$ cat config.mk
export PLATFORM = sky130hd
export DESIGN_NAME = instr_encoder_loader
export DESIGN_NICKNAME = d
export VERILOG_FILES = /design/src/rtl/instr_encoder_loader.sv
export SDC_FILE = /design/constraint.sdc
export NUM_CORES = 1
export LEC_CHECK = 0
export CORE_AREA = 2 2 79 81
export DETAILED_ROUTE_END_ITERATION = 6
export DIE_AREA = 0 0 81 83
export GPL_ROUTABILITY_DRIVEN = 0
export PLACE_DENSITY = 0.9
export SYNTH_ARGS = -nofsm -noshare
export SYNTH_HDL_FRONTEND = slang
export SYNTH_SLANG_ARGS = --single-unit
$ cat constraint.sdc
create_clock -name clk -period 4.4 [get_ports clk]
set_clock_uncertainty 0.1 [all_clocks]
set_input_delay 1.1 -clock clk [delete_from_list [all_inputs] [get_ports clk]]
set_output_delay 1.1 -clock clk [all_outputs]
set_load 0.02 [all_outputs]
$ cat src/rtl/instr_encoder_loader.sv
`default_nettype none
// ============================================================================
// Module   : instr_encoder_loader
// Purpose  : Encodes structured instruction requests into RV32I words and
//            writes them to instruction memory at an auto-incrementing
//            word address (boot/test program loader).
// Revision : 1.0 - initial release
// ============================================================================
module instr_encoder_loader #(
  parameter int ADDR_W    = 8,
  parameter int BASE_ADDR = 0
) (
  input  logic              clk,
  input  logic              rst_n,
  input  logic              start,
  input  logic              req_valid,
  output logic              req_ready,
  input  logic [2:0]        req_kind,
  input  logic [2:0]        req_funct3,
  input  logic              req_funct7b5,
  input  logic [4:0]        req_rd,
  input  logic [4:0]        req_rs1,
  input  logic [4:0]        req_rs2,
  input  logic [20:0]       req_imm,
  output logic              imem_we,
  output logic [ADDR_W-1:0] imem_addr,
  output logic [31:0]       imem_wdata,
  output logic [ADDR_W:0]   count,
  output logic              full,
  output logic              err
);

  localparam logic [ADDR_W-1:0] C_BASE_PTR = ADDR_W'(BASE_ADDR);
  localparam logic [ADDR_W-1:0] C_PTR_MAX  = '1;
  localparam logic [ADDR_W-1:0] C_PTR_ONE  = ADDR_W'(1);
  localparam logic [ADDR_W:0]   C_CNT_ONE  = (ADDR_W+1)'(1);

  localparam logic [6:0] C_OP_LOAD   = 7'b0000011;
  localparam logic [6:0] C_OP_STORE  = 7'b0100011;
  localparam logic [6:0] C_OP_REG    = 7'b0110011;
  localparam logic [6:0] C_OP_BRANCH = 7'b1100011;
  localparam logic [6:0] C_OP_IMM    = 7'b0010011;
  localparam logic [6:0] C_OP_JAL    = 7'b1101111;

  typedef enum logic [1:0] {
    S_IDLE  = 2'd0,
    S_WRITE = 2'd1,
    S_FULL  = 2'd2
  } state_e;

  state_e            state_q, state_d;
  logic [ADDR_W-1:0] ptr_q, ptr_d;
  logic [ADDR_W:0]   cnt_q, cnt_d;
  logic              err_q, err_d;
  logic [31:0]       wdata_q, wdata_d;

  logic [31:0]       w_enc_word;
  logic              w_enc_legal;
  logic              w_imm12_ok;
  logic              w_imm13_ok;

  // Immediate range checks: upper bits must be pure sign extension.
  assign w_imm12_ok = (&req_imm[20:11]) | ~(|req_imm[20:11]);
  assign w_imm13_ok = (&req_imm[20:12]) | ~(|req_imm[20:12]);

  // Encode the request into an RV32I word and decide whether it is legal.
  always_comb begin
    w_enc_word  = 32'h0;
    w_enc_legal = 1'b0;
    case (req_kind)
      3'd0: begin
        w_enc_word  = {req_imm[11:0], req_rs1, 3'b010, req_rd, C_OP_LOAD};
        w_enc_legal = w_imm12_ok;
      end
      3'd1: begin
        w_enc_word  = {req_imm[11:5], req_rs2, req_rs1, 3'b010, req_imm[4:0], C_OP_STORE};
        w_enc_legal = w_imm12_ok;
      end
      3'd2: begin
        w_enc_word  = {1'b0, req_funct7b5, 5'b00000, req_rs2, req_rs1, req_funct3, req_rd, C_OP_REG};
        w_enc_legal = 1'b1;
      end
      3'd3: begin
        w_enc_word  = {req_imm[12], req_imm[10:5], req_rs2, req_rs1, 3'b000,
                       req_imm[4:1], req_imm[11], C_OP_BRANCH};
        w_enc_legal = w_imm13_ok & ~req_imm[0];
      end
      3'd4: begin
        // Bit 30 is taken from the immediate only; funct7b5 is not merged in.
        w_enc_word  = {req_imm[11:0], req_rs1, req_funct3, req_rd, C_OP_IMM};
        w_enc_legal = w_imm12_ok;
      end
      3'd5: begin
        w_enc_word  = {req_imm[20], req_imm[10:1], req_imm[11], req_imm[19:12], req_rd, C_OP_JAL};
        w_enc_legal = ~req_imm[0];
      end
      default: begin
        w_enc_word  = 32'h0;
        w_enc_legal = 1'b0;
      end
    endcase
  end

  // Ready only in IDLE, never while start is asserted or reset is active.
  assign req_ready = rst_n & (state_q == S_IDLE) & ~start;

  // Next-state logic: accept/latch in IDLE, commit a write in WRITE, park in FULL.
  always_comb begin
    state_d = state_q;
    ptr_d   = ptr_q;
    cnt_d   = cnt_q;
    err_d   = err_q;
    wdata_d = wdata_q;
    case (state_q)
      S_IDLE: begin
        if (req_valid && req_ready) begin
          if (w_enc_legal) begin
            wdata_d = w_enc_word;
            state_d = S_WRITE;
          end else begin
            err_d = 1'b1;
          end
        end
      end
      S_WRITE: begin
        cnt_d = cnt_q + C_CNT_ONE;
        if (ptr_q == C_PTR_MAX) begin
          // Last word of the region: pointer holds, no wrap.
          state_d = S_FULL;
        end else begin
          ptr_d   = ptr_q + C_PTR_ONE;
          state_d = S_IDLE;
        end
      end
      S_FULL: begin
        state_d = S_FULL;
      end
      default: begin
        state_d = S_IDLE;
      end
    endcase
    // Restart wins over everything; a write in progress has already been
    // presented this cycle, so only the bookkeeping is discarded.
    if (start) begin
      state_d = S_IDLE;
      ptr_d   = C_BASE_PTR;
      cnt_d   = '0;
      err_d   = 1'b0;
    end
  end

  // State and datapath registers with asynchronous active-low reset.
  always_ff @(posedge clk or negedge rst_n) begin
    if (!rst_n) begin
      state_q <= S_IDLE;
      ptr_q   <= C_BASE_PTR;
      cnt_q   <= '0;
      err_q   <= 1'b0;
      wdata_q <= 32'h0;
    end else begin
      state_q <= state_d;
      ptr_q   <= ptr_d;
      cnt_q   <= cnt_d;
      err_q   <= err_d;
      wdata_q <= wdata_d;
    end
  end

  // Write strobe follows the registered state, so reset removes it at once.
  assign imem_we    = (state_q == S_WRITE);
  assign imem_addr  = ptr_q;
  assign imem_wdata = wdata_q;
  assign count      = cnt_q;
  assign full       = (state_q == S_FULL);
  assign err        = err_q;

endmodule
`default_nettype wire

==> results of run 1 <==
-- kinds of logic after synthesis --
kind of cell               Yosys count
AOI/OAI and AO/OA                   62
xor gates and xnor gates             9
adders and majority gates            2
buffers and inverters               35
DFF                                 50
muxes                               25
and+or+nand+nor                     91
-- worst paths after layout --
| check | startpoint | endpoint | cells past startpoint |
|---|---|---|---|
| max | start | req_ready | 3 |
| min | imem_wdata[19]$_DFFE_PN0P_ | imem_wdata[19]$_DFFE_PN0P_ | 1 |
| max reg2reg | state_q[0]$_DFFE_PN0P_ | imem_addr[7]$_DFFE_PN0P_ | 5 |
| min reg2reg | imem_wdata[19]$_DFFE_PN0P_ | imem_wdata[19]$_DFFE_PN0P_ | 1 |
| max in group asynchronous | rst_n | count[2]$_DFFE_PN0P_ | 2 |
| min in group asynchronous | rst_n | imem_addr[5]$_DFFE_PN0P_ | 2 |
-- power groups by stage --
| stage | Combinational, mW | Clock (mW) | Sequential [mW] |
|---|---|---|---|
| 6_report | 0.456 | 0.267 | 0.577 |
| 5_1_grt | 0.485 | 0.295 | 0.587 |
| 4_1_cts | 0.459 | 0.274 | 0.577 |
| 3_5_place_dp | 0.457 | 0 | 0.586 |
| 3_3_place_gp | 0.447 | 0 | 0.583 |
| 2_1_floorplan | 0.127 | 0 | 0.670 |
-- metal layers --
layer | vias to the layer above | track usage
li1 | 1178 | -
met1 | 1164 | 0.2882
met2 | 129 | 0.3636
met3 | 15 | 0.03696
met4 | 0 | 0.06471
met5 | - | 0
-- cell usage after synthesis (7+ instances only) --
cell type,instances
nand4_1,8
a2bb2oi_2,7
nand3_1,8
nor2_1,26
a22oi_1,7
clkbuf_1,9
a21oi_1,10
o22ai_1,9
mux2i_1,11
nand2_1,23
o21ai_0,11
mux2_1,14
dfrtp_1,50
xor2_1,7
inv_1,16
-- through the flow --
| stage | instances | hold slack (ns) |
|---|---|---|
| 3_3_place_gp | 439 | 0.3709 |
| 5_1_grt | 447 | 0.4261 |
| 3_5_place_dp | 439 | 0.3737 |
| 4_1_cts | 447 | 0.3946 |
| 2_1_floorplan | 274 | 0.5017 |
| 6_report | 447 | 0.3906 |
-- sequential cells by signal, indices dropped and copies added (netlist names) --
name / count
imem_wdata: 30
count: 9
imem_addr: 8
state_q: 2
err: 1
-- final cells by class --
cell class	instances	area share
Sequential cell	50	0.3233
Timing Repair Buffer	108	0.2722
Clock buffer	5	0.01778
Clock inverter	3	0.005496
Multi-Input combinational cell	189	0.3404
Inverter	17	0.01649
Tap cell	75	0.02425
-- worst max-delay path, cell delays in order --
cell             delay (ns)
clkdlybuf4s50_1        0.42
nor4b_1                0.37
clkdlybuf4s50_1        0.69
==> flow_summary.ini, run 1 <==
[run_status]
status = complete, no violations

[routing]
via_per_inst = 5.562
postRouteAntennaNets = 0
wirelength_um = 7040
drt_iter0_drc = 106
firstDrtPassIters = 4
vias = 2486
wl_met1_um = 2929
wl_per_cell_um = 15.75
met3_length_um = 457
highest_layer = met4
drc = 0
dr_wl_met2_um = 3492

[grt]
grt_pass1_wl_um = 11710
antenna_found_initial = 0
grtUsageTotal = 0.2182
first_global_vias = 2475
grt_overflow = 0
grt_max_degree = 51

[logic_synthesis]
ys_ff_latch = 50
yosys-top-cells-area = dfrtp_1, mux2_1, mux2i_1, a2bb2oi_2, nor2_1
synth_top_family_by_area = compound AO/OA/AOI/OAI gates
yosysTopAreaCellShare = 0.4602
yosysWarnings = 0
yosys.area_share.simple = 0.1684
synth_mux_area_frac = 0.09848
synthFlopType = dfrtp_1
avgSynthCellArea_um2 = 9.923
synth.distinct_cells = 46
synth-xor-area-share = 0.02899
synth_compound_area_frac = 0.1753
synth_edf_count = 0
async_flop_share = 1.000
synth_cells = 274
netlist_area_mm2 = 0.002719
yosysSeqAreaShare = 0.4602
syn_nets = 323
synth_area_leader_cell = dfrtp_1
synthAdderAreaFrac = 0.009204

[clock_tree]
cts-buffers-inserted = 5
cts.path.max_buffers = 2
clkLatencyLatePin_ns = 0.30
cts_hold_buf = 0
post_cts_buffers = 0
h-tree-depth = 2
cts_sinks = 50
root_buffer = clkbuf_8
tritoncts = yes
cts_resized = 0
clk_pin_slew_ns = 0.09

[sta]
slew_headroom = 0.5587
min_period_ns = 3.786
fin_crit_sh = 0.8604
finalSetupTns_ns = 0
tightest_slew_ns = 0.6605
setup_viol = 0
rsz0062_at_grt = false
fin_ws_ns = 0.6144
slew_violations = 0
clock.fmax_mhz = 264.2
hold_violations = 0

[placement]
dpl_cell_area_mm2 = 0.003780
place.detailed.hpwl_um = 5360
pre_cts_slack_ns = 0.5993
port_buffers = 99

[power_and_ir_drop]
ir_worst_vdd_uv = 170.7
finalPower_mw = 1.299
powerDensity_mw_per_mm2 = 335.7
p_switching_mw = 0.4202
comb_power_share = 0.351
p_leak_nw = 1.622
p_seq_frac = 0.444
p_clk_frac = 0.205
sw_frac_of_total = 0.3234
p_int_mw = 0.8791

[floorplan]
coreArea_mm2 = 0.005816
boundaryPins = 100
die_w_um = 81
dieArea_mm2 = 0.006723
start_util = 0.4675
fp.dieH_um = 83
num_rows = 28

[finish]
final_cell_area_mm2 = 0.003870
final_util = 0.6654
multi_input_area_mm2 = 0.001318
num-fill-cells = 492
drive_above_1_share = 0.07527
nNetsFinal = 420
mostFrequentLayoutCells = clkdlybuf4s50_1, dfrtp_1, nor2_1, nand2_1, inv_1
layout_commonest_cell = clkdlybuf4s50_1
area_growth_pct = 42.34
sequential_cell_area_mm2 = 0.001251
antenna_cells = 0

[run]
cap_violations = 0

[setup_path]
critPathRequiredTime_ns = 3.20
reg2reg_slack_ns = 2.14
critical_path_class = input pin to primary output
arrival_ns = 2.59
cp-start-kind = input pin
crit_path_max_fanout = 2
endpoint_kind = primary output

[hold_path]
hold_path.class = flop to flop
Power figures use the tool's default switching activity.
==> inputs of run 2 (changes only) <==
Settings changed: ABC_CLOCK_PERIOD_IN_PS from default to 4400, CORE_AREA 2 2 79 81 to 2 2 77 79, CTS_BUF_LIST from default to sky130_fd_sc_hd__clkbuf_4, DIE_AREA 0 0 81 83 to 0 0 79 81, PLACE_DENSITY 0.9 to 0.95.
==> flow_summary.ini, run 2 (synthesized netlist as in run 1, its figures left out) <==
[clock_tree]
post_cts_buffers = 0
cts_sinks = 50
root_buffer = clkbuf_4
cts_hold_buf = 0
tritoncts = yes
cts.path.max_buffers = 2
clk_pin_slew_ns = 0.13
cts-buffers-inserted = 5
h-tree-depth = 2
clkLatencyLatePin_ns = 0.36
cts_resized = 0

[power_and_ir_drop]
p_clk_frac = 0.209
sw_frac_of_total = 0.3097
comb_power_share = 0.348
p_int_mw = 0.9001
powerDensity_mw_per_mm2 = 337.1
ir_worst_vdd_uv = 181.3
p_seq_frac = 0.443
finalPower_mw = 1.304
p_switching_mw = 0.4038
p_leak_nw = 1.622

[setup_path]
cp-start-kind = input pin
crit_chain = clkdlybuf4s50_1 > nor4b_1 > clkdlybuf4s50_1
r2r_start = state_q[1]$_DFFE_PN0P_
critPathBufInv = 2
cp_top_family = buffers and inverters
slowest_delay_ns = 0.69
slowest_stage = clkdlybuf4s50_1
arrival_ns = 2.58
critPathRequiredTime_ns = 3.20
r2r_cells = 6
crit_top_cell = clkdlybuf4s50_1
endpoint_kind = primary output
crit_path_max_fanout = 2
critical_path_class = input pin to primary output
worst_r2r_endpoint = imem_wdata[20]$_DFFE_PN0P_
reg2reg_slack_ns = 2.05

[hold_path]
hold_depth = 1
hp-start = imem_wdata[19]$_DFFE_PN0P_
hold_path.class = flop to flop
min_to = imem_wdata[19]$_DFFE_PN0P_

[floorplan]
die_w_um = 79
coreArea_mm2 = 0.005675
boundaryPins = 100
num_rows = 28
fp.dieH_um = 81
dieArea_mm2 = 0.006399
start_util = 0.4791

[placement]
placed_cells = 438
place.detailed.hpwl_um = 5349
port_buffers = 99

[finish]
mostFrequentLayoutCells = clkdlybuf4s50_1, dfrtp_1, nor2_1, nand2_1, inv_1
area_growth_pct = 42.25
layout_commonest_cell = clkdlybuf4s50_1
largest_reg_flops = 30
nNetsFinal = 419
drive_above_1_share = 0.07278
final_cells = 446
antenna_cells = 0

[sta]
setup_viol = 0
rsz0062_at_grt = false
finalSetupTns_ns = 0
min_period_ns = 3.783
hold_violations = 0
fin_crit_sh = 0.8599
slew_violations = 0
slew_headroom = 0.5636
clock.fmax_mhz = 264.3
tightest_slew_ns = 0.6533

[grt]
antenna_found_initial = 0
grt_overflow = 0
gr-max-usage-layer = met2
grt_pass1_wl_um = 11480
grtUsageTotal = 0.2274
grt.met2_usage = 0.4008
grt.met1_usage = 0.2810
grt_max_degree = 51
groute.layer.met3.usage = 0.04778
first_global_vias = 2421

[routing]
wl_per_cell_um = 15.72
vias = 2498
via_per_inst = 5.601
drt_iter0_drc = 166
postRouteAntennaNets = 0
firstDrtPassIters = 4
drc = 0
wirelength_um = 7012

[run]
cap_violations = 0

[run_status]
status = complete, no violations
run 2: final cells by class:
class | count | area [um2]
clock buffer | 7 | 52.55
clock inverter | 1 | 30.03
fill | 455 | 1808
inverter | 17 | 63.81
multi-input combinational | 189 | 1318
sequential | 50 | 1251
tap | 75 | 93.84
timing repair buffer | 107 | 1059
run 2: metrics by stage:
step           hold WS, ns  instance area, um2  setup slack (ns)  utilization
6_report            0.4006                3867            0.6165       0.6814
4_1_cts             0.4058                3867            0.5975       0.6814
5_1_grt             0.4264                3867            0.4895       0.6814
3_3_place_gp        0.3710                3785            0.7009       0.6669
3_5_place_dp        0.3751                3785            0.6043       0.6669
2_1_floorplan       0.5017                2719             1.229            -
run 2: how the worst max path moves through the flow:
stage,start,end,slack [ns],depth (start not counted)
floorplan,start,imem_wdata[17]$_DFFE_PN0P_,1.23,5
global placement,start,req_ready,0.70,3
detailed placement,start,req_ready,0.60,3
CTS,start,req_ready,0.60,3
global route,start,req_ready,0.49,3
finish,start,req_ready,0.62,3
run 2: routing by layer:
metal	wire length (um)	vias to the layer above
met5	0	-
met4	91	0
met3	388	10
met2	3703	97
met1	2829	1216
li1	-	1175
run 2: power by group through the flow:
stage	registers, mW	logic [mW]	clock network [mW]
4_1_cts	0.579	0.458	0.281
6_report	0.578	0.453	0.273
3_3_place_gp	0.584	0.444	0
5_1_grt	0.586	0.486	0.302
3_5_place_dp	0.587	0.457	0
2_1_floorplan	0.670	0.127	0
==> inputs of run 3 (changes only) <==
Settings changed: CORE_AREA 2 2 77 79 to 2 2 92 67, CTS_CLUSTER_DIAMETER from default to 120, DIE_AREA 0 0 79 81 to 0 0 94 69.
==> flow_summary.ini, run 3 (synthesized netlist as in run 1, its figures left out) <==
[sta]
setup_viol = 0
slew_violations = 0
min_period_ns = 3.726
clock.fmax_mhz = 268.4
hold_violations = 0
fin_crit_sh = 0.8469
rsz0062_at_grt = false
slew_headroom = 0.4403
finalSetupTns_ns = 0
tightest_slew_ns = 0.8369

[power_and_ir_drop]
sw_frac_of_total = 0.3169
ir_worst_vdd_uv = 237.0
powerDensity_mw_per_mm2 = 336.4
p_seq_frac = 0.445
p_switching_mw = 0.4116
comb_power_share = 0.350
p_int_mw = 0.8874
p_clk_frac = 0.205
p_leak_nw = 1.625

[grt]
grt_pass1_wl_um = 11870
grt_overflow = 0
first_global_vias = 2472
antenna_found_initial = 0
grtUsageTotal = 0.2284
grt_max_degree = 51

[routing]
drt_iter0_drc = 131
postRouteAntennaNets = 0
firstDrtPassIters = 4
vias = 2457
via_per_inst = 5.497
wl_per_cell_um = 15.84
wirelength_um = 7080
drc = 0

[finish]
antenna_cells = 0
drive_above_1_share = 0.07527
mostFrequentLayoutCells = clkdlybuf4s50_1, dfrtp_1, nor2_1, nand2_1, inv_1
largest_reg_flops = 30
nNetsFinal = 420
final_cells = 447
area_growth_pct = 42.02
layout_commonest_cell = clkdlybuf4s50_1

[setup_path]
arrival_ns = 2.53
critical_path_class = input pin to primary output
critPathBufInv = 2
crit_path_max_fanout = 2
critPathRequiredTime_ns = 3.20
cp-start-kind = input pin
slowest_stage = clkdlybuf4s50_1
crit_top_cell = clkdlybuf4s50_1
cp_top_family = buffers and inverters
crit_chain = clkdlybuf4s50_1 > nor4b_1 > clkdlybuf4s50_1
slowest_delay_ns = 0.68
endpoint_kind = primary output

[floorplan]
dieArea_mm2 = 0.006486
coreArea_mm2 = 0.005612
die_w_um = 94
start_util = 0.4845
num_rows = 23
fp.dieH_um = 69
boundaryPins = 100

[clock_tree]
tritoncts = yes
cts_sinks = 50
clk_pin_slew_ns = 0.13
cts_hold_buf = 0
clkLatencyLatePin_ns = 0.36
cts.path.max_buffers = 2
post_cts_buffers = 0
root_buffer = clkbuf_4
h-tree-depth = 2
cts_resized = 0
cts-buffers-inserted = 5

[placement]
place.detailed.hpwl_um = 5472
placed_cells = 439
port_buffers = 99

[run_status]
status = complete, no violations

[run]
cap_violations = 0

[hold_path]
hold_path.class = flop to flop
run 3: cell count changes in the layout (fill, tap and decap cells not counted):
| cell | delta |
|---|---|
| buf_12 | -1 |
| inv_6 | +1 |
| buf_4 | +2 |
| clkinv_2 | +1 |
| clkbuf_4 | -2 |
run 3: metal layers:
layer  part of all wire  vias to the layer above  GRT usage  wire [um]
met1               0.44                     1171     0.3035       3111
met2               0.47                       90     0.3675       3303
met4              0.013                        0    0.05797         95
met3              0.080                       11    0.06667        569
met5                  0                        -          0          0
li1                   -                     1185          -          -
run 3: area by class of cell:
class / count / area (um2)
inverter: 17 / 63.81
tap: 75 / 93.84
fill: 441 / 1750
clock inverter: 3 / 43.79
sequential: 50 / 1251
clock buffer: 5 / 37.54
timing repair buffer: 108 / 1054
multi-input combinational: 189 / 1318
run 3: power by group through the flow:
stage	Sequential [mW]	Clock [mW]	Combinational, mW
after floorplan	0.670	0	0.127
after global placement	0.583	0	0.448
after detailed placement	0.586	0	0.457
after CTS	0.579	0.275	0.459
after global routing	0.586	0.294	0.485
final	0.578	0.267	0.455
run 3: metrics by stage:
step	util	hold slack, ns	instance area (um2)	total power [mW]	setup slack [ns]
6_report	0.6881	0.4040	3861	1.299	0.6737
5_1_grt	0.6881	0.4294	3861	1.365	0.5424
4_1_cts	0.6881	0.4089	3861	1.313	0.6593
3_5_place_dp	0.6736	0.3770	3780	1.043	0.5282
3_3_place_gp	0.6736	0.3686	3780	1.031	0.6520
2_1_floorplan	-	0.5017	2719	0.7972	1.229
run 3: path summary, 6_finish.rpt:
| kind | startpoint | endpoint | slack, ns | depth (start not counted) |
|---|---|---|---|---|
| max | start | req_ready | 0.67 | 3 |
| min | imem_wdata[16]$_DFFE_PN0P_ | imem_wdata[16]$_DFFE_PN0P_ | 0.40 | 1 |
| max reg2reg | state_q[1]$_DFFE_PN0P_ | imem_wdata[26]$_DFFE_PN0P_ | 1.69 | 5 |
| min reg2reg | imem_wdata[16]$_DFFE_PN0P_ | imem_wdata[16]$_DFFE_PN0P_ | 0.40 | 1 |
| max in group asynchronous | rst_n | imem_wdata[22]$_DFFE_PN0P_ | 2.98 | 2 |
| min in group asynchronous | rst_n | imem_wdata[16]$_DFFE_PN0P_ | 0.81 | 2 |
